File: config.mk
export PLATFORM = sky130hd
export DESIGN_NAME = buffer_scheduler_flat
export DESIGN_NICKNAME = d
export VERILOG_FILES = /design/src/rtl/buffer_sched_pkg.sv /design/src/rtl/buffer_scheduler_if.sv /design/src/rtl/buffer_scheduler_fifo6.sv /design/src/rtl/buffer_scheduler.sv /design/src/flat_wrapper.sv
export SDC_FILE = /design/constraint.sdc
export NUM_CORES = 1
export LEC_CHECK = 0
export BUFFER_PORTS_ARGS = -buffer_cell sky130_fd_sc_hd__buf_4
export CORE_MARGIN = 1.5
export CORE_UTILIZATION = 30
export DETAILED_ROUTE_END_ITERATION = 6
export PLACE_DENSITY_LB_ADDON = 0.25
export SYNTH_ARGS = -nofsm -noshare
export SYNTH_HDL_FRONTEND = slang
export SYNTH_SLANG_ARGS = --single-unit
File: constraint.sdc
create_clock -name clk -period 2.8 [get_ports clk]
set_input_delay 0.56 -clock clk [delete_from_list [all_inputs] [get_ports clk]]
set_output_delay 0.56 -clock clk [all_outputs]
set_load 0.03 [all_outputs]
File: src/rtl/buffer_sched_pkg.sv
// -----------------------------------------------------------------------------
// buffer_sched_pkg
// Shared constants and types for the packet buffer scheduler and the display
// block. It holds the buffer geometry, the slot layout inside a buffer's slot
// vector, and the scheduler FSM state encoding.
//
// Slot layout: slot k of a buffer occupies bits [3k+2:3k] = {data[1:0], valid}.
// Slot 0 is the oldest entry.
// -----------------------------------------------------------------------------
package buffer_sched_pkg;

  localparam int NUM_BUF   = 4;
  localparam int DEPTH     = 6;
  localparam int ENTRY_W   = 3;
  localparam int DATA_W    = 2;
  localparam int OCC_W     = 3;
  localparam int BUF_IDX_W = 2;
  localparam int SLOTS_W   = DEPTH * ENTRY_W;

  // Entry field offsets inside one slot
  localparam int VALID_BIT = 0;
  localparam int DATA_LSB  = 1;
  localparam int DATA_MSB  = 2;

  typedef logic [ENTRY_W-1:0] entry_t;

  typedef enum logic [1:0] {
    S_WAIT = 2'd0,
    S_ARB  = 2'd1,
    S_POP  = 2'd2
  } sched_state_e;

  // Build a valid slot entry carrying the given payload
  function automatic entry_t make_entry(input logic [DATA_W-1:0] data);
    entry_t e;
    e                    = '0;
    e[VALID_BIT]         = 1'b1;
    e[DATA_MSB:DATA_LSB] = data;
    return e;
  endfunction

endpackage

File: src/rtl/buffer_scheduler_if.sv
// -----------------------------------------------------------------------------
// buffer_scheduler_if
// Bundles the write request and everything the scheduler exports to the
// display block.
//   in_valid / in_buf / in_data : one-cycle write strobe, target buffer, payload
//   buf0_o..buf3_o              : per-buffer slot vectors
//   rd_valid_o / rd_buf_o / rd_data_o : pop pulse and held last-pop info
//   tx_cnt_o / rx_cnt_o / drop_cnt_o  : wrapping packet counters
// Modports: master = producer/display side, slave = scheduler.
// -----------------------------------------------------------------------------
interface buffer_scheduler_if #(
  parameter int CNT_W = 8
);
  import buffer_sched_pkg::*;

  logic                 in_valid;
  logic [BUF_IDX_W-1:0] in_buf;
  logic [DATA_W-1:0]    in_data;

  logic [SLOTS_W-1:0]   buf0_o;
  logic [SLOTS_W-1:0]   buf1_o;
  logic [SLOTS_W-1:0]   buf2_o;
  logic [SLOTS_W-1:0]   buf3_o;

  logic                 rd_valid_o;
  logic [BUF_IDX_W-1:0] rd_buf_o;
  logic [DATA_W-1:0]    rd_data_o;

  logic [CNT_W-1:0]     tx_cnt_o;
  logic [CNT_W-1:0]     rx_cnt_o;
  logic [CNT_W-1:0]     drop_cnt_o;

  modport master (
    output in_valid, in_buf, in_data,
    input  buf0_o, buf1_o, buf2_o, buf3_o,
    input  rd_valid_o, rd_buf_o, rd_data_o,
    input  tx_cnt_o, rx_cnt_o, drop_cnt_o
  );

  modport slave (
    input  in_valid, in_buf, in_data,
    output buf0_o, buf1_o, buf2_o, buf3_o,
    output rd_valid_o, rd_buf_o, rd_data_o,
    output tx_cnt_o, rx_cnt_o, drop_cnt_o
  );

endinterface

File: src/rtl/buffer_scheduler_fifo6.sv
// -----------------------------------------------------------------------------
// buffer_fifo6
// One compacted 6-entry shift FIFO. Occupancy n means slots 0..n-1 are valid
// and the rest are all-zero. A same-cycle pop is applied before the push, so a
// full buffer that is popped and pushed together does not drop. A push into a
// full buffer with no pop discards the oldest entry and raises drop_o.
// Ports:
//   clk, rst_n   : clock, asynchronous active-low reset
//   push         : write strobe, push_data : payload
//   pop          : remove the oldest entry (ignored when empty)
//   slots_o      : registered 18-bit slot vector
//   occ_o        : occupancy 0..6, full_o / empty_o : occupancy flags
//   head_data_o  : payload of slot 0
//   drop_o       : push this cycle discards the oldest entry
// -----------------------------------------------------------------------------
module buffer_fifo6
  import buffer_sched_pkg::*;
(
  input  logic               clk,
  input  logic               rst_n,
  input  logic               push,
  input  logic [DATA_W-1:0]  push_data,
  input  logic               pop,
  output logic [SLOTS_W-1:0] slots_o,
  output logic [OCC_W-1:0]   occ_o,
  output logic               full_o,
  output logic               empty_o,
  output logic [DATA_W-1:0]  head_data_o,
  output logic               drop_o
);

  entry_t           slot_q [DEPTH];
  entry_t           slot_d [DEPTH];
  logic [OCC_W-1:0] occ_q;
  logic [OCC_W-1:0] occ_d;
  logic [OCC_W-1:0] occ_mid_s;
  logic             do_pop_s;

  // Next slot contents: apply pop first, then the push on the compacted result
  always_comb begin
    slot_d    = slot_q;
    occ_d     = occ_q;
    do_pop_s  = pop && (occ_q != 3'd0);
    occ_mid_s = occ_q;
    if (do_pop_s) begin
      for (int k = 0; k < DEPTH - 1; k++) begin
        slot_d[k] = slot_q[k+1];
      end
      slot_d[DEPTH-1] = '0;
      occ_mid_s       = occ_q - 3'd1;
    end else begin
      occ_mid_s = occ_q;
    end

    if (push) begin
      if (occ_mid_s == OCC_W'(DEPTH)) begin
        // Full with no room: the oldest entry falls off the bottom
        for (int k = 0; k < DEPTH - 1; k++) begin
          slot_d[k] = slot_d[k+1];
        end
        slot_d[DEPTH-1] = make_entry(push_data);
        occ_d           = occ_mid_s;
      end else begin
        for (int k = 0; k < DEPTH; k++) begin
          if (OCC_W'(k) == occ_mid_s) begin
            slot_d[k] = make_entry(push_data);
          end else begin
            slot_d[k] = slot_d[k];
          end
        end
        occ_d = occ_mid_s + 3'd1;
      end
    end else begin
      occ_d = occ_mid_s;
    end
  end

  // Drop only happens when a push meets a full buffer that is not popped
  always_comb begin
    drop_o = push && (occ_q == OCC_W'(DEPTH)) && !pop;
  end

  // Flatten the registered slots into the exported vector
  always_comb begin
    slots_o = '0;
    for (int k = 0; k < DEPTH; k++) begin
      slots_o[k*ENTRY_W +: ENTRY_W] = slot_q[k];
    end
  end

  assign occ_o       = occ_q;
  assign full_o      = (occ_q == OCC_W'(DEPTH));
  assign empty_o     = (occ_q == 3'd0);
  assign head_data_o = slot_q[0][DATA_MSB:DATA_LSB];

  // Slot and occupancy registers
  always_ff @(posedge clk or negedge rst_n) begin
    if (!rst_n) begin
      slot_q <= '{default: '0};
      occ_q  <= '0;
    end else begin
      slot_q <= slot_d;
      occ_q  <= occ_d;
    end
  end

endmodule

File: src/rtl/buffer_scheduler.sv
// -----------------------------------------------------------------------------
// buffer_scheduler
// Four 6-entry packet buffers fed by single-cycle writes and drained one packet
// every READ_PERIOD cycles. FSM: S_WAIT (timer) -> S_ARB (pick a buffer) ->
// S_POP (remove its oldest entry) -> S_WAIT. Writes are accepted in any state.
// Ports:
//   clk, rst_n : clock, asynchronous active-low reset
//   bus        : buffer_scheduler_if.slave (write request in, display data out)
// Parameters: READ_PERIOD (>= 3) cycles between read attempts, CNT_W counter
// width.
// Build option: define BUFFER_SCHED_PRIORITY_READ_EN to arbitrate by highest
// occupancy (ties to lowest index) instead of round-robin.
// -----------------------------------------------------------------------------
module buffer_scheduler
  import buffer_sched_pkg::*;
#(
  parameter int READ_PERIOD = 150000000,
  parameter int CNT_W       = 8
) (
  input logic                clk,
  input logic                rst_n,
  buffer_scheduler_if.slave  bus
);

  localparam int TMR_W = (READ_PERIOD > 2) ? $clog2(READ_PERIOD) : 2;

  // Per-buffer wiring
  logic [NUM_BUF-1:0] push_s;
  logic [NUM_BUF-1:0] pop_s;
  logic [NUM_BUF-1:0] full_s;
  logic [NUM_BUF-1:0] empty_s;
  logic [NUM_BUF-1:0] drop_s;
  logic [SLOTS_W-1:0] slots_s [NUM_BUF];
  logic [OCC_W-1:0]   occ_s   [NUM_BUF];
  logic [DATA_W-1:0]  head_s  [NUM_BUF];

  // Arbitration result
  logic                 arb_found_s;
  logic [BUF_IDX_W-1:0] arb_idx_s;
  logic                 drop_evt_s;

  // Registered state
  sched_state_e         state_q, state_d;
  logic [TMR_W-1:0]     timer_q, timer_d;
  logic [BUF_IDX_W-1:0] sel_q, sel_d;
  logic                 rd_valid_q, rd_valid_d;
  logic [BUF_IDX_W-1:0] rd_buf_q, rd_buf_d;
  logic [DATA_W-1:0]    rd_data_q, rd_data_d;
  logic [CNT_W-1:0]     tx_cnt_q, tx_cnt_d;
  logic [CNT_W-1:0]     rx_cnt_q, rx_cnt_d;
  logic [CNT_W-1:0]     drop_cnt_q, drop_cnt_d;
`ifndef BUFFER_SCHED_PRIORITY_READ_EN
  logic [BUF_IDX_W-1:0] ptr_q, ptr_d;
`endif

  // Decode write target and pop target into per-buffer strobes
  always_comb begin
    push_s = '0;
    pop_s  = '0;
    for (int i = 0; i < NUM_BUF; i++) begin
      push_s[i] = bus.in_valid && (bus.in_buf == BUF_IDX_W'(i));
      // Guard against popping an empty buffer even though arbitration never
      // selects one (writes can only add entries between S_ARB and S_POP)
      pop_s[i]  = (state_q == S_POP) && (sel_q == BUF_IDX_W'(i)) && !empty_s[i];
    end
  end

  for (genvar i = 0; i < NUM_BUF; i++) begin : g_buf
    buffer_fifo6 u_fifo (
      .clk         (clk),
      .rst_n       (rst_n),
      .push        (push_s[i]),
      .push_data   (bus.in_data),
      .pop         (pop_s[i]),
      .slots_o     (slots_s[i]),
      .occ_o       (occ_s[i]),
      .full_o      (full_s[i]),
      .empty_o     (empty_s[i]),
      .head_data_o (head_s[i]),
      .drop_o      (drop_s[i])
    );
  end

  // A drop can only originate from a full buffer
  assign drop_evt_s = |(drop_s & full_s);

`ifdef BUFFER_SCHED_PRIORITY_READ_EN
  // Highest occupancy wins; strict compare keeps ties on the lowest index
  always_comb begin
    logic [OCC_W-1:0] best_occ;
    best_occ    = '0;
    arb_idx_s   = '0;
    for (int i = 0; i < NUM_BUF; i++) begin
      if (!empty_s[i] && (occ_s[i] > best_occ)) begin
        best_occ  = occ_s[i];
        arb_idx_s = BUF_IDX_W'(i);
      end else begin
        best_occ  = best_occ;
      end
    end
    arb_found_s = (best_occ != 3'd0);
  end
`else
  // First non-empty buffer at or after the round-robin pointer, modulo 4
  always_comb begin
    logic [BUF_IDX_W-1:0] cand;
    arb_found_s = 1'b0;
    arb_idx_s   = '0;
    cand        = '0;
    for (int k = 0; k < NUM_BUF; k++) begin
      cand = ptr_q + BUF_IDX_W'(k);
      if (!arb_found_s && (occ_s[cand] != 3'd0)) begin
        arb_found_s = 1'b1;
        arb_idx_s   = cand;
      end else begin
        arb_found_s = arb_found_s;
      end
    end
  end
`endif

  // Scheduler FSM next state, pop result capture and counters
  always_comb begin
    state_d    = state_q;
    timer_d    = timer_q;
    sel_d      = sel_q;
    rd_valid_d = 1'b0;
    rd_buf_d   = rd_buf_q;
    rd_data_d  = rd_data_q;
    tx_cnt_d   = tx_cnt_q;
`ifndef BUFFER_SCHED_PRIORITY_READ_EN
    ptr_d      = ptr_q;
`endif

    case (state_q)
      S_WAIT: begin
        if (timer_q == TMR_W'(READ_PERIOD - 1)) begin
          timer_d = '0;
          state_d = S_ARB;
        end else begin
          timer_d = timer_q + TMR_W'(1);
        end
      end
      S_ARB: begin
        if (arb_found_s) begin
          sel_d   = arb_idx_s;
          state_d = S_POP;
        end else begin
          state_d = S_WAIT;
        end
      end
      S_POP: begin
        rd_valid_d = 1'b1;
        rd_buf_d   = sel_q;
        rd_data_d  = head_s[sel_q];
        tx_cnt_d   = tx_cnt_q + CNT_W'(1);
`ifndef BUFFER_SCHED_PRIORITY_READ_EN
        ptr_d      = sel_q + 2'd1;
`endif
        state_d    = S_WAIT;
      end
      default: begin
        timer_d = '0;
        state_d = S_WAIT;
      end
    endcase

    if (bus.in_valid) begin
      rx_cnt_d = rx_cnt_q + CNT_W'(1);
    end else begin
      rx_cnt_d = rx_cnt_q;
    end

    if (drop_evt_s) begin
      drop_cnt_d = drop_cnt_q + CNT_W'(1);
    end else begin
      drop_cnt_d = drop_cnt_q;
    end
  end

  // Scheduler state, pop outputs and counter registers
  always_ff @(posedge clk or negedge rst_n) begin
    if (!rst_n) begin
      state_q    <= S_WAIT;
      timer_q    <= '0;
      sel_q      <= '0;
      rd_valid_q <= 1'b0;
      rd_buf_q   <= '0;
      rd_data_q  <= '0;
      tx_cnt_q   <= '0;
      rx_cnt_q   <= '0;
      drop_cnt_q <= '0;
`ifndef BUFFER_SCHED_PRIORITY_READ_EN
      ptr_q      <= '0;
`endif
    end else begin
      state_q    <= state_d;
      timer_q    <= timer_d;
      sel_q      <= sel_d;
      rd_valid_q <= rd_valid_d;
      rd_buf_q   <= rd_buf_d;
      rd_data_q  <= rd_data_d;
      tx_cnt_q   <= tx_cnt_d;
      rx_cnt_q   <= rx_cnt_d;
      drop_cnt_q <= drop_cnt_d;
`ifndef BUFFER_SCHED_PRIORITY_READ_EN
      ptr_q      <= ptr_d;
`endif
    end
  end

  assign bus.buf0_o     = slots_s[0];
  assign bus.buf1_o     = slots_s[1];
  assign bus.buf2_o     = slots_s[2];
  assign bus.buf3_o     = slots_s[3];
  assign bus.rd_valid_o = rd_valid_q;
  assign bus.rd_buf_o   = rd_buf_q;
  assign bus.rd_data_o  = rd_data_q;
  assign bus.tx_cnt_o   = tx_cnt_q;
  assign bus.rx_cnt_o   = rx_cnt_q;
  assign bus.drop_cnt_o = drop_cnt_q;

endmodule

File: src/flat_wrapper.sv
// flat-port wrapper written by rule: the top's interface ports become plain ports
module buffer_scheduler_flat import buffer_sched_pkg::*;
#(
  parameter int READ_PERIOD = 150000000,
  parameter int CNT_W       = 8
)
  (clk, rst_n, bus_in_valid, bus_in_buf, bus_in_data, bus_buf0_o, bus_buf1_o, bus_buf2_o, bus_buf3_o, bus_rd_valid_o, bus_rd_buf_o, bus_rd_data_o, bus_tx_cnt_o, bus_rx_cnt_o, bus_drop_cnt_o);
  buffer_scheduler_if #(.CNT_W(CNT_W)) bus_i ();
  input logic clk;
  input logic rst_n;
  input wire logic [$bits(bus_i.in_valid)-1:0] bus_in_valid;
  input wire logic [$bits(bus_i.in_buf)-1:0] bus_in_buf;
  input wire logic [$bits(bus_i.in_data)-1:0] bus_in_data;
  output wire logic [$bits(bus_i.buf0_o)-1:0] bus_buf0_o;
  output wire logic [$bits(bus_i.buf1_o)-1:0] bus_buf1_o;
  output wire logic [$bits(bus_i.buf2_o)-1:0] bus_buf2_o;
  output wire logic [$bits(bus_i.buf3_o)-1:0] bus_buf3_o;
  output wire logic [$bits(bus_i.rd_valid_o)-1:0] bus_rd_valid_o;
  output wire logic [$bits(bus_i.rd_buf_o)-1:0] bus_rd_buf_o;
  output wire logic [$bits(bus_i.rd_data_o)-1:0] bus_rd_data_o;
  output wire logic [$bits(bus_i.tx_cnt_o)-1:0] bus_tx_cnt_o;
  output wire logic [$bits(bus_i.rx_cnt_o)-1:0] bus_rx_cnt_o;
  output wire logic [$bits(bus_i.drop_cnt_o)-1:0] bus_drop_cnt_o;
  assign bus_i.in_valid = bus_in_valid;
  assign bus_i.in_buf = bus_in_buf;
  assign bus_i.in_data = bus_in_data;
  assign bus_buf0_o = bus_i.buf0_o;
  assign bus_buf1_o = bus_i.buf1_o;
  assign bus_buf2_o = bus_i.buf2_o;
  assign bus_buf3_o = bus_i.buf3_o;
  assign bus_rd_valid_o = bus_i.rd_valid_o;
  assign bus_rd_buf_o = bus_i.rd_buf_o;
  assign bus_rd_data_o = bus_i.rd_data_o;
  assign bus_tx_cnt_o = bus_i.tx_cnt_o;
  assign bus_rx_cnt_o = bus_i.rx_cnt_o;
  assign bus_drop_cnt_o = bus_i.drop_cnt_o;
  buffer_scheduler #(.READ_PERIOD(READ_PERIOD), .CNT_W(CNT_W)) u_core (.clk(clk), .rst_n(rst_n), .bus(bus_i));
endmodule
==> impl_metrics.csv, run 1 <==
group,metric,value,unit
placed_design,post-dp-hpwl,17900,µm
worst_setup_path,cp.buffers_inverters,2,
global_routing,overflow,0,
worst_setup_path,cp_top_family,"simple AND/OR/NAND/NOR gates",
synth,async_flop_share,100,%
final_layout,regArea,0.00368,mm²
worst_setup_path,reg2reg_slack,350,ps
timing,hold_ws,146,ps
power,power_density,923,mW/mm²
route,post_drt_wl_per_cell,16.9,µm
clock_network,htree_levels,4,
power,peakVddDrop,0.421,mV
power,p_total,9.92,mW
final_layout,nNetsFinal,1106,
timing,slew_viol_final,0,
global_routing,antenna_found_initial,0,
synth,synth_ff_type,"dfrtp_1",
synth,mappedNetlistArea,0.00884,mm²
floorplan,coreArea,0.0289,mm²
floorplan,die_h,175,µm
timing,slew_headroom,51.1,%
worst_hold_path,hold_class,"in -> async",
synth,synth_top_cell_area_share,41.6,%
worst_setup_path,crit_path_max_fanout,9,
power,power_leakage,4.65,nW
clock_network,clock_path_buffers,2,
floorplan,start_util,30.6,%
clock_network,hold_buffers,0,
placed_design,gp_congestion,0.822,
synth,ys_ff_latch,147,
synth,ys_seq_area_share,41.6,%
worst_setup_path,path_class,"reg -> reg",
worst_setup_path,timing.rr.start,"u_core.g_buf[2].u_fifo.occ_o[0]",
timing,finalSetupViolCount,0,
worst_setup_path,path_cells,"clkinv_1 -> ha_1 -> inv_1 -> nor3_1 -> mux2_2 -> a31oi_2 -> and3_1 -> a221oi_1",
synth,synth_edf_count,0,
final_layout,nFillCells,2959,
clock_network,cts-root-buf,"clkbuf_16",
timing,finalSetupTns,0,ps
clock_network,cts_tree,"done",
placed_design,io_buffers,107,
final_layout,area_growth,21.7,%
power,p_switching,4.30,mW
timing,rsz0062_at_grt,"false",
worst_setup_path,reg2reg_depth,8,
worst_setup_path,cp.required,3120,ps
final_layout,multi_input_area,0.00482,mm²
route,dr.pass1.iters,5,
route,ant_nets,0,
worst_setup_path,r2r-end,"u_core.g_buf[2].u_fifo.head_data_o[0]",
synth,ys_warn_count,0,
synth,syn_inst,955,
clock_network,clk_pin_slew,70,ps
floorplan,die-area,0.0305,mm²
final_layout,n_antenna_cell,0,
power,power_frac_seq,34.4,%
worst_setup_path,startpoint_type,"flop",
route,via_per_inst,5.16,
global_routing,grtUsageTotal,16.7,%
worst_setup_path,cpMaxStageDelayCell,"ha_1",
floorplan,rows,62,
timing,period_share,87.6,%
clock_network,cts_buffers,17,
global_routing,grt_max_degree,65,
timing,hold_violations,0,
timing,timing.fmax,408,MHz
synth,synthTopCellsByCount,"147 x dfrtp_1, 133 x nand2_1, 87 x nor2_1",
synth,synth_most_common_cell,"dfrtp_1",
power,p_int,5.63,mW
global_routing,first_global_vias,7581,
worst_setup_path,critPathMaxStageDelay,420,ps
synth,syn-num-nets,989,
route,num_vias,7581,
route,drc,0,
power,power.share.combinational,42.5,%
run,cap_violations,0,
synth,synthTopCellsByArea,"dfrtp_1 42%, nand2_1 5.6%, mux2i_1 4.6%",
worst_setup_path,arrival,2770,ps
floorplan,die_w,175,µm
power,p_sw_share,43.3,%
worst_setup_path,end_kind,"flop",
clock_network,cts_sinks,147,
synth,synth_largest_area_cell,"dfrtp_1",
route,first_iter_violations,497,
timing,worst_pin_slew,733,ps
floorplan,io_pins,108,
power,clkPwrFrac,23.1,%
timing,period_needed,2450,ps
final_layout,drive_gt1_share,21.6,%
worst_setup_path,path_depth,8,
run_status,status,"complete, no violations",
timing,fin_skew,20.5,ps
synth,synth_cell_types,86,
synth,postSynthAreaPerCell,9.25,µm²
global_routing,grt_pass1_wl,40900,µm
route,routed_wl,24800,µm
clock_network,clk_latency,440,ps
[flip-flops by register name, indices dropped and copies added (netlist names)]
name / flops
u_core.timer_q: 28
u_core.bus.rd_data_o: 2
u_core.sel_q: 2
u_core.bus.rx_cnt_o: 8
u_core.bus.rd_valid_o: 1
u_core.ptr_q: 2
u_core.g_buf.u_fifo.slots_o: 64
u_core.bus.rd_buf_o: 2
u_core.g_buf.u_fifo.head_data_o: 8
u_core.state_q: 2
u_core.bus.tx_cnt_o: 8
u_core.bus.drop_cnt_o: 8
u_core.g_buf.u_fifo.occ_o: 12
[timing repair]
action / in CTS / in global routing
resized for setup: 0 / 1
hold endpoints to repair: 0 / 0
setup endpoints to repair: 0 / 1
setup buffers: 0 / 0
[cell families (layout without fill, tap and decap cells)]
kind of cell               Yosys count  after routing  share of synthesized area, %
AOI/OAI and AO/OA                  213            213                          16.4
and+or+nand+nor                    380            380                          21.2
adders and majority gates           27             27                          3.82
buffers and inverters               72            202                          3.79
muxes                               63             63                          7.87
xor gates and xnor gates            53             53                          5.25
DFF                                147            147                          41.6
[metrics by stage]
stage | cell area [µm²] | util (%) | cells | setup WS [ps]
final | 10700 | 37.2 | 1469 | 349
after detailed placement | 10200 | 35.2 | 1437 | 317
after global placement | 10200 | 35.2 | 1437 | 397
after global routing | 10700 | 37.2 | 1469 | 146
after CTS | 10700 | 37.2 | 1469 | 293
after floorplan | 8840 | - | 955 | 310
[placed cells by master, fill, tap and decap left out, drive strengths merged, types with 6 or more instances in the layout]
| cell | n |
|---|---|
| nand2b | 6 |
| mux2i | 42 |
| mux2 | 19 |
| or3 | 6 |
| a211oi | 18 |
| buf | 141 |
| nor2 | 91 |
| a31oi | 16 |
| a21oi | 49 |
| nor3 | 29 |
| nor4 | 10 |
| inv | 31 |
| o21ai | 53 |
| xor2 | 23 |
| o211ai | 10 |
| clkbuf | 21 |
| o32ai | 10 |
| clkinv | 6 |
| dfrtp | 147 |
| and3 | 14 |
| nand2 | 138 |
| nand4 | 20 |
| xnor2 | 30 |
| ha | 27 |
| nand3 | 33 |
| o22ai | 16 |
| nor2b | 9 |
| and2 | 7 |
[cell type report]
type | instances | share of cell area, %
clock inverter | 11 | 1.12
multi-input combinational | 736 | 44.9
inverter | 29 | 1.02
sequential | 147 | 34.2
clock buffer | 21 | 4.28
timing repair buffer | 141 | 10.0
tap | 384 | 4.47
[power groups by stage]
stage	logic (mW)	clock network, mW	registers [mW]
final	4.21	2.30	3.41
after global routing	4.56	2.45	3.52
after CTS	4.25	2.35	3.42
after detailed placement	4.24	0	3.44
after global placement	4.21	0	3.46
after floorplan	1.83	0	4.25
[per-layer routing]
| metal | wire, µm | global-route usage (%) | vias up |
|---|---|---|---|
| met5 | 0 | 0 | - |
| met4 | 420 | 5.88 | 0 |
| met3 | 1150 | 2.87 | 32 |
| met2 | 11500 | 26.7 | 197 |
| met1 | 11700 | 22.7 | 3680 |
| li1 | - | - | 3672 |
[worst reg2reg max path, cell delays in order (launching register included)]
cell and delay (ps):
dfrtp_1 350, clkinv_1 250, ha_1 420, inv_1 90
nor3_1 410, mux2_2 280, a31oi_2 140, and3_1 180
a221oi_1 220
[how the worst max path moves through the flow]
stage | from | to | slack, ps
final | u_core.g_buf[2].u_fifo.occ_o[0] | u_core.g_buf[2].u_fifo.head_data_o[0] | 350
after global routing | u_core.state_q[0] | u_core.timer_q[19] | 150
after CTS | u_core.g_buf[2].u_fifo.occ_o[0] | u_core.g_buf[2].u_fifo.head_data_o[0] | 290
after detailed placement | u_core.g_buf[2].u_fifo.occ_o[0] | u_core.g_buf[2].u_fifo.head_data_o[0] | 320
after global placement | bus_in_valid | u_core.bus.drop_cnt_o[1] | 400
after floorplan | u_core.g_buf[1].u_fifo.occ_o[1] | u_core.g_buf[1].u_fifo.slots_o[11] | 310
(Power assumes the default switching activity.)
==> run 2: changes to the inputs <==
- RECOVER_POWER: default -> 100
==> run 2 against run 1 <==
Net effect:
- the flow now finishes with violations (max-capacitance violations, max-slew violations)
- power decreased by 4.9%
- critical path depth increased by 1
- non-clock buffer count unchanged
- critical path type unchanged
- cell count unchanged
- first-iteration DRC count increased by 11%
- clock skew increased by 2.4 ps
- sequential power about the same
==> impl_metrics.csv, run 2 (synthesis results as in run 1) <==
group,metric,value,unit
run_status,status,"finished with violations",
run_status,failed_checks,"max-capacitance violations, max-slew violations",
worst_setup_path,end_kind,"flop",
power,clkPwrFrac,24.4,%
global_routing,antenna_found_initial,0,
timing,finalSetupTns,0,ps
floorplan,io_pins,108,
placed_design,io_buffers,107,
final_layout,layout_commonest_cell,"dfrtp_1",
final_layout,final_cell_mix,"147 x dfrtp_1, 134 x nand2_1, 110 x clkbuf_1",
timing,rsz0062_at_grt,"false",
timing,hold_violations,0,
global_routing,first_global_vias,7581,
worst_setup_path,path_class,"reg -> reg",
global_routing,overflow,0,
power,peakVddDrop,0.369,mV
final_layout,area_growth,16.1,%
global_routing,grt_max_degree,65,
final_layout,nNetsFinal,1106,
worst_setup_path,crit_path_max_fanout,13,
clock_network,cts_tree,"done",
final_layout,finalNonFillerCells,1469,
floorplan,die_w,175,µm
clock_network,cts_buffers,17,
route,post_drt_wl_per_cell,16.9,µm
route,drc,0,
clock_network,clock_path_buffers,2,
route,ant_nets,0,
route,routed_wl,24800,µm
timing,fin_skew,22.9,ps
clock_network,clk_latency,440,ps
worst_setup_path,cp.required,3120,ps
worst_hold_path,whs_path_depth,1,
placed_design,gp_congestion,0.822,
clock_network,cts_sinks,147,
power,power_leakage,4.23,nW
timing,timing.fmax,396,MHz
global_routing,grtUsageTotal,16.7,%
power,p_int,5.17,mW
timing,finalSetupViolCount,0,
floorplan,start_util,30.6,%
worst_setup_path,reg2reg_depth,9,
placed_design,place_inst,1437,
worst_setup_path,arrival,2850,ps
clock_network,cts-root-buf,"clkbuf_16",
worst_hold_path,hold_class,"reg -> reg",
worst_setup_path,startpoint_type,"flop",
timing,period_share,90.3,%
route,via_per_inst,5.14,
run,cap_violations,1,
power,power_density,920,mW/mm²
floorplan,rows,62,
timing,slew_viol_final,64,
clock_network,clk_pin_slew,70,ps
clock_network,htree_levels,4,
power,p_sw_share,45.2,%
timing,period_needed,2530,ps
timing,slew_headroom,-19.8,%
power,p_switching,4.26,mW
route,num_vias,7557,
final_layout,largest_register_ffs,64,
route,first_iter_violations,552,
final_layout,drive_gt1_share,10.4,%
power,power.share.combinational,39.7,%
route,dr.pass1.iters,5,
final_layout,n_antenna_cell,0,
placed_design,post-dp-hpwl,17900,µm
timing,worst_pin_slew,1800,ps
floorplan,die-area,0.0305,mm²
floorplan,die_h,175,µm
worst_setup_path,reg2reg_slack,270,ps
clock_network,cts_setup_buffers,0,
power,power_frac_seq,35.9,%
global_routing,grt_pass1_wl,40900,µm
floorplan,coreArea,0.0289,mm²
run 2: cell type report:
class                      instances  area, µm²
clock buffer                      21        460
clock inverter                    11        120
fill                            3065      18600
inverter                          29        110
multi-input combinational        736       4760
sequential                       147       3680
tap                              384        480
timing repair buffer             141        656
run 2: worst max-delay path, stage by stage (launching register included):
cell      delay (ps)
dfrtp_1          510
inv_1            110
ha_1             240
nand3_1          130
mux2i_2          550
a211oi_1         110
buf_4            220
nor2b_1          280
o21ai_0          140
o221a_1          130
run 2: routing by layer:
metal,track usage (%),vias up,routed length [µm]
li1,-,3674,-
met3,2.87,36,1190
met4,5.88,0,478
met2,26.7,181,11500
met5,0,-,0
met1,22.7,3666,11600
run 2: timing repair:
| item | CTS | global route |
|---|---|---|
| hold buffers | 0 | 0 |
| endpoints found under the hold margin | 0 | 0 |
| resized for setup | 0 | 1 |
| setup endpoints to repair | 0 | 1 |
run 2: worst paths after layout:
| path | start | to |
|---|---|---|
| worst max register to register | u_core.sel_q[1] | u_core.g_buf[1].u_fifo.slots_o[0] |
| worst min register to register | u_core.bus.rx_cnt_o[7] | u_core.bus.rx_cnt_o[7] |
| worst min-delay path | u_core.bus.rx_cnt_o[7] | u_core.bus.rx_cnt_o[7] |
| worst max-delay path | u_core.sel_q[1] | u_core.g_buf[1].u_fifo.slots_o[0] |
| min in group asynchronous | rst_n | u_core.bus.tx_cnt_o[4] |
| max in group asynchronous | rst_n | u_core.bus.drop_cnt_o[0] |
run 2: power by group through the flow:
stage	Clock, mW	Sequential, mW	Combinational, mW
2_1_floorplan	0	4.25	1.83
3_3_place_gp	0	3.46	4.21
3_5_place_dp	0	3.44	4.24
4_1_cts	2.35	3.42	4.25
5_1_grt	2.45	3.50	4.10
6_report	2.30	3.39	3.75
run 2: through the flow:
| stage | util [%] | setup WS [ps] | power, mW | cell area [µm²] | hold WS, ps |
|---|---|---|---|---|---|
| floorplan | - | 310 | 6.08 | 8840 | 264 |
| CTS | 37.2 | 293 | 10.0 | 10700 | 162 |
| finish | 35.6 | 272 | 9.44 | 10300 | 463 |
| global route | 35.6 | 81.6 | 10.1 | 10300 | 464 |
| detailed placement | 35.2 | 317 | 7.68 | 10200 | 460 |
| global placement | 35.2 | 397 | 7.67 | 10200 | 459 |
==> run 3: changes to the inputs <==
- REMOVE_ABC_BUFFERS: default -> 1
==> run 3 against run 2 <==
Net effect:
- sequential share of layout area fell by 0.13 points
- largest cell class unchanged
- hold slack improved by 5.1 ps
- cell area rose by 0.35%
- fmax fell by 1.6%
- the run still ends with max-capacitance violations, max-slew violations left
- non-clock buffer count fell by 4
==> impl_metrics.csv, run 3 (synthesis results as in run 1) <==
group,metric,value,unit
run_status,status,"finished with violations",
run_status,failed_checks,"max-capacitance violations, max-slew violations",
clock_network,clock_path_buffers,2,
worst_setup_path,reg2reg_depth,8,
route,ant_nets,0,
worst_setup_path,timing.rr.start,"u_core.g_buf[2].u_fifo.occ_o[1]",
timing,rsz0062_at_grt,"false",
final_layout,nFillCells,3047,
global_routing,antenna_found_initial,0,
timing,fin_skew,17.2,ps
timing,slew_headroom,-29.6,%
final_layout,post-route-util,35.7,%
timing,period_needed,2570,ps
route,post_drt_wl_per_cell,16.9,µm
route,dr.max_layer_used,"met4",
run,cap_violations,1,
worst_hold_path,hold_class,"reg -> reg",
final_layout,final_cell_mix,"147 x dfrtp_1, 133 x nand2_1, 107 x clkbuf_1",
power,power.share.combinational,38.8,%
final_layout,area_growth,16.6,%
placed_design,place_area,0.0101,mm²
floorplan,rows,62,
timing,worst_pin_slew,1940,ps
clock_network,cts_setup_buffers,0,
final_layout,largest_register_ffs,64,
timing,timing.fmax,389,MHz
global_routing,grtUsageTotal,16.4,%
power,peakVddDrop,0.479,mV
final_layout,final_area,0.0103,mm²
route,wl_met1,11500,µm
clock_network,cts_sinks,147,
power,power_frac_seq,35.5,%
route,dr.pass1.iters,5,
floorplan,die_w,175,µm
timing,hold_violations,0,
worst_setup_path,startpoint_type,"flop",
route,via_per_inst,5.16,
floorplan,die_h,175,µm
power,power_leakage,4.24,nW
final_layout,finalNonFillerCells,1462,
clock_network,hold_buffers,0,
clock_network,clk_latency,430,ps
worst_setup_path,reg2reg_slack,230,ps
global_routing,first_global_vias,7373,
placed_design,io_buffers,107,
final_layout,n_antenna_cell,0,
clock_network,clk_pin_slew,60,ps
floorplan,start_util,30.6,%
route,wl_met3,1220,µm
clock_network,cts-root-buf,"clkbuf_16",
global_routing,grt_pass1_wl,40200,µm
timing,slew_viol_final,35,
route,routed_wl,24800,µm
worst_setup_path,path_class,"reg -> reg",
floorplan,coreArea,0.0289,mm²
power,power_density,938,mW/mm²
placed_design,gp_congestion,0.879,
placed_design,post-dp-hpwl,17700,µm
worst_setup_path,end_kind,"flop",
clock_network,cts_tree,"done",
placed_design,place_inst,1433,
final_layout,drive_gt1_share,10.4,%
worst_setup_path,cp_top_family,"compound AO/OA/AOI/OAI gates",
worst_setup_path,cpMaxStageDelayCell,"dfrtp_1",
worst_setup_path,critPathMaxStageDelay,490,ps
power,p_sw_share,43.7,%
route,drc,0,
floorplan,io_pins,108,
worst_setup_path,cp-endpoint,"u_core.g_buf[2].u_fifo.head_data_o[1]",
floorplan,die-area,0.0305,mm²
worst_setup_path,cp.buffers_inverters,1,
worst_setup_path,cp.required,3110,ps
timing,finalSetupViolCount,0,
timing,period_share,91.8,%
worst_setup_path,path_cells,"inv_1 -> ha_1 -> nor2b_1 -> o211ai_1 -> a211oi_4 -> a31oi_2 -> and3_1 -> a221oi_1",
worst_setup_path,cp-startpoint,"u_core.g_buf[2].u_fifo.occ_o[1]",
worst_setup_path,arrival,2880,ps
final_layout,nNetsFinal,1102,
worst_setup_path,r2r-end,"u_core.g_buf[2].u_fifo.head_data_o[1]",
route,met2_length,11700,µm
final_layout,layout_commonest_cell,"dfrtp_1",
clock_network,htree_levels,4,
power,p_int,5.43,mW
worst_setup_path,path_depth,8,
clock_network,cts_resized,0,
global_routing,overflow,0,
route,num_vias,7545,
route,first_iter_violations,477,
global_routing,grt_max_degree,59,
clock_network,cts_buffers,17,
worst_setup_path,crit_path_max_fanout,10,
power,p_switching,4.22,mW
power,clkPwrFrac,25.6,%
## run 3: cell count changes in the layout (fill, tap and decap cells not counted), moves of 2 or more
cell / before / now
buf_4: 28 / 24
inv_6: 2 / 0
bufinv_16: 1 / 5
clkbuf_8: 2 / 0
clkinv_2: 1 / 3
clkbuf_1: 110 / 107
clkinv_4: 4 / 2
inv_8: 2 / 0
buf_2: 0 / 2
## run 3: power by group through the flow
stage	combinational, mW	sequential (mW)	clock [mW]
global route	4.10	3.53	2.65
CTS	4.22	3.46	2.55
global placement	4.17	3.49	0
floorplan	1.70	4.31	0
detailed placement	4.20	3.48	0
finish	3.75	3.43	2.48
## run 3: how the worst min path moves through the flow
stage	start	end	slack (ps)	cells past startpoint
2_1_floorplan	rst_n	u_core.bus.drop_cnt_o[0]	260	0
3_3_place_gp	u_core.bus.rx_cnt_o[7]	u_core.bus.rx_cnt_o[7]	460	1
3_5_place_dp	u_core.bus.rx_cnt_o[7]	u_core.bus.rx_cnt_o[7]	470	1
4_1_cts	rst_n	u_core.timer_q[22]	20	1
6_report	u_core.bus.tx_cnt_o[7]	u_core.bus.tx_cnt_o[7]	470	1
5_1_grt	bus_in_valid	u_core.bus.rx_cnt_o[0]	470	2
## run 3: worst reg2reg max path: cells and delay by family, from the launching register on
| kind | cells | cell delay [ps] |
|---|---|---|
| DFF | 1 | 490 |
| AOI/OAI and AO/OA | 4 | 1080 |
| and+or+nand+nor | 2 | 570 |
| buffers and inverters | 1 | 130 |
| adders and majority gates | 1 | 190 |
## run 3: area by class of cell
| cell class | instances | area (µm²) | share of cell area [%] |
|---|---|---|---|
| multi-input cells | 736 | 4780 | 46.4 |
| flip-flops and latches | 147 | 3680 | 35.7 |
| repair buffers | 137 | 629 | 6.11 |
| well taps | 384 | 480 | 4.67 |
| clock buffers | 19 | 433 | 4.20 |
| clock inverters | 10 | 185 | 1.80 |
| inverters | 29 | 110 | 1.07 |
## run 3: routing by layer
layer  vias up  track usage (%)
met5         -                0
met4         0             4.06
met3        14             4.07
met2       166             26.8
met1      3694             21.8
li1       3671                -
## run 3: metrics by stage
step	TNS [ps]	hold WS, ps	power (mW)	setup WS [ps]
finish	0	468	9.66	231
global route	0	471	10.3	66.2
CTS	0	22.7	10.2	292
detailed placement	0	466	7.68	308
global placement	0	460	7.67	388
floorplan	-245	264	6.02	-120
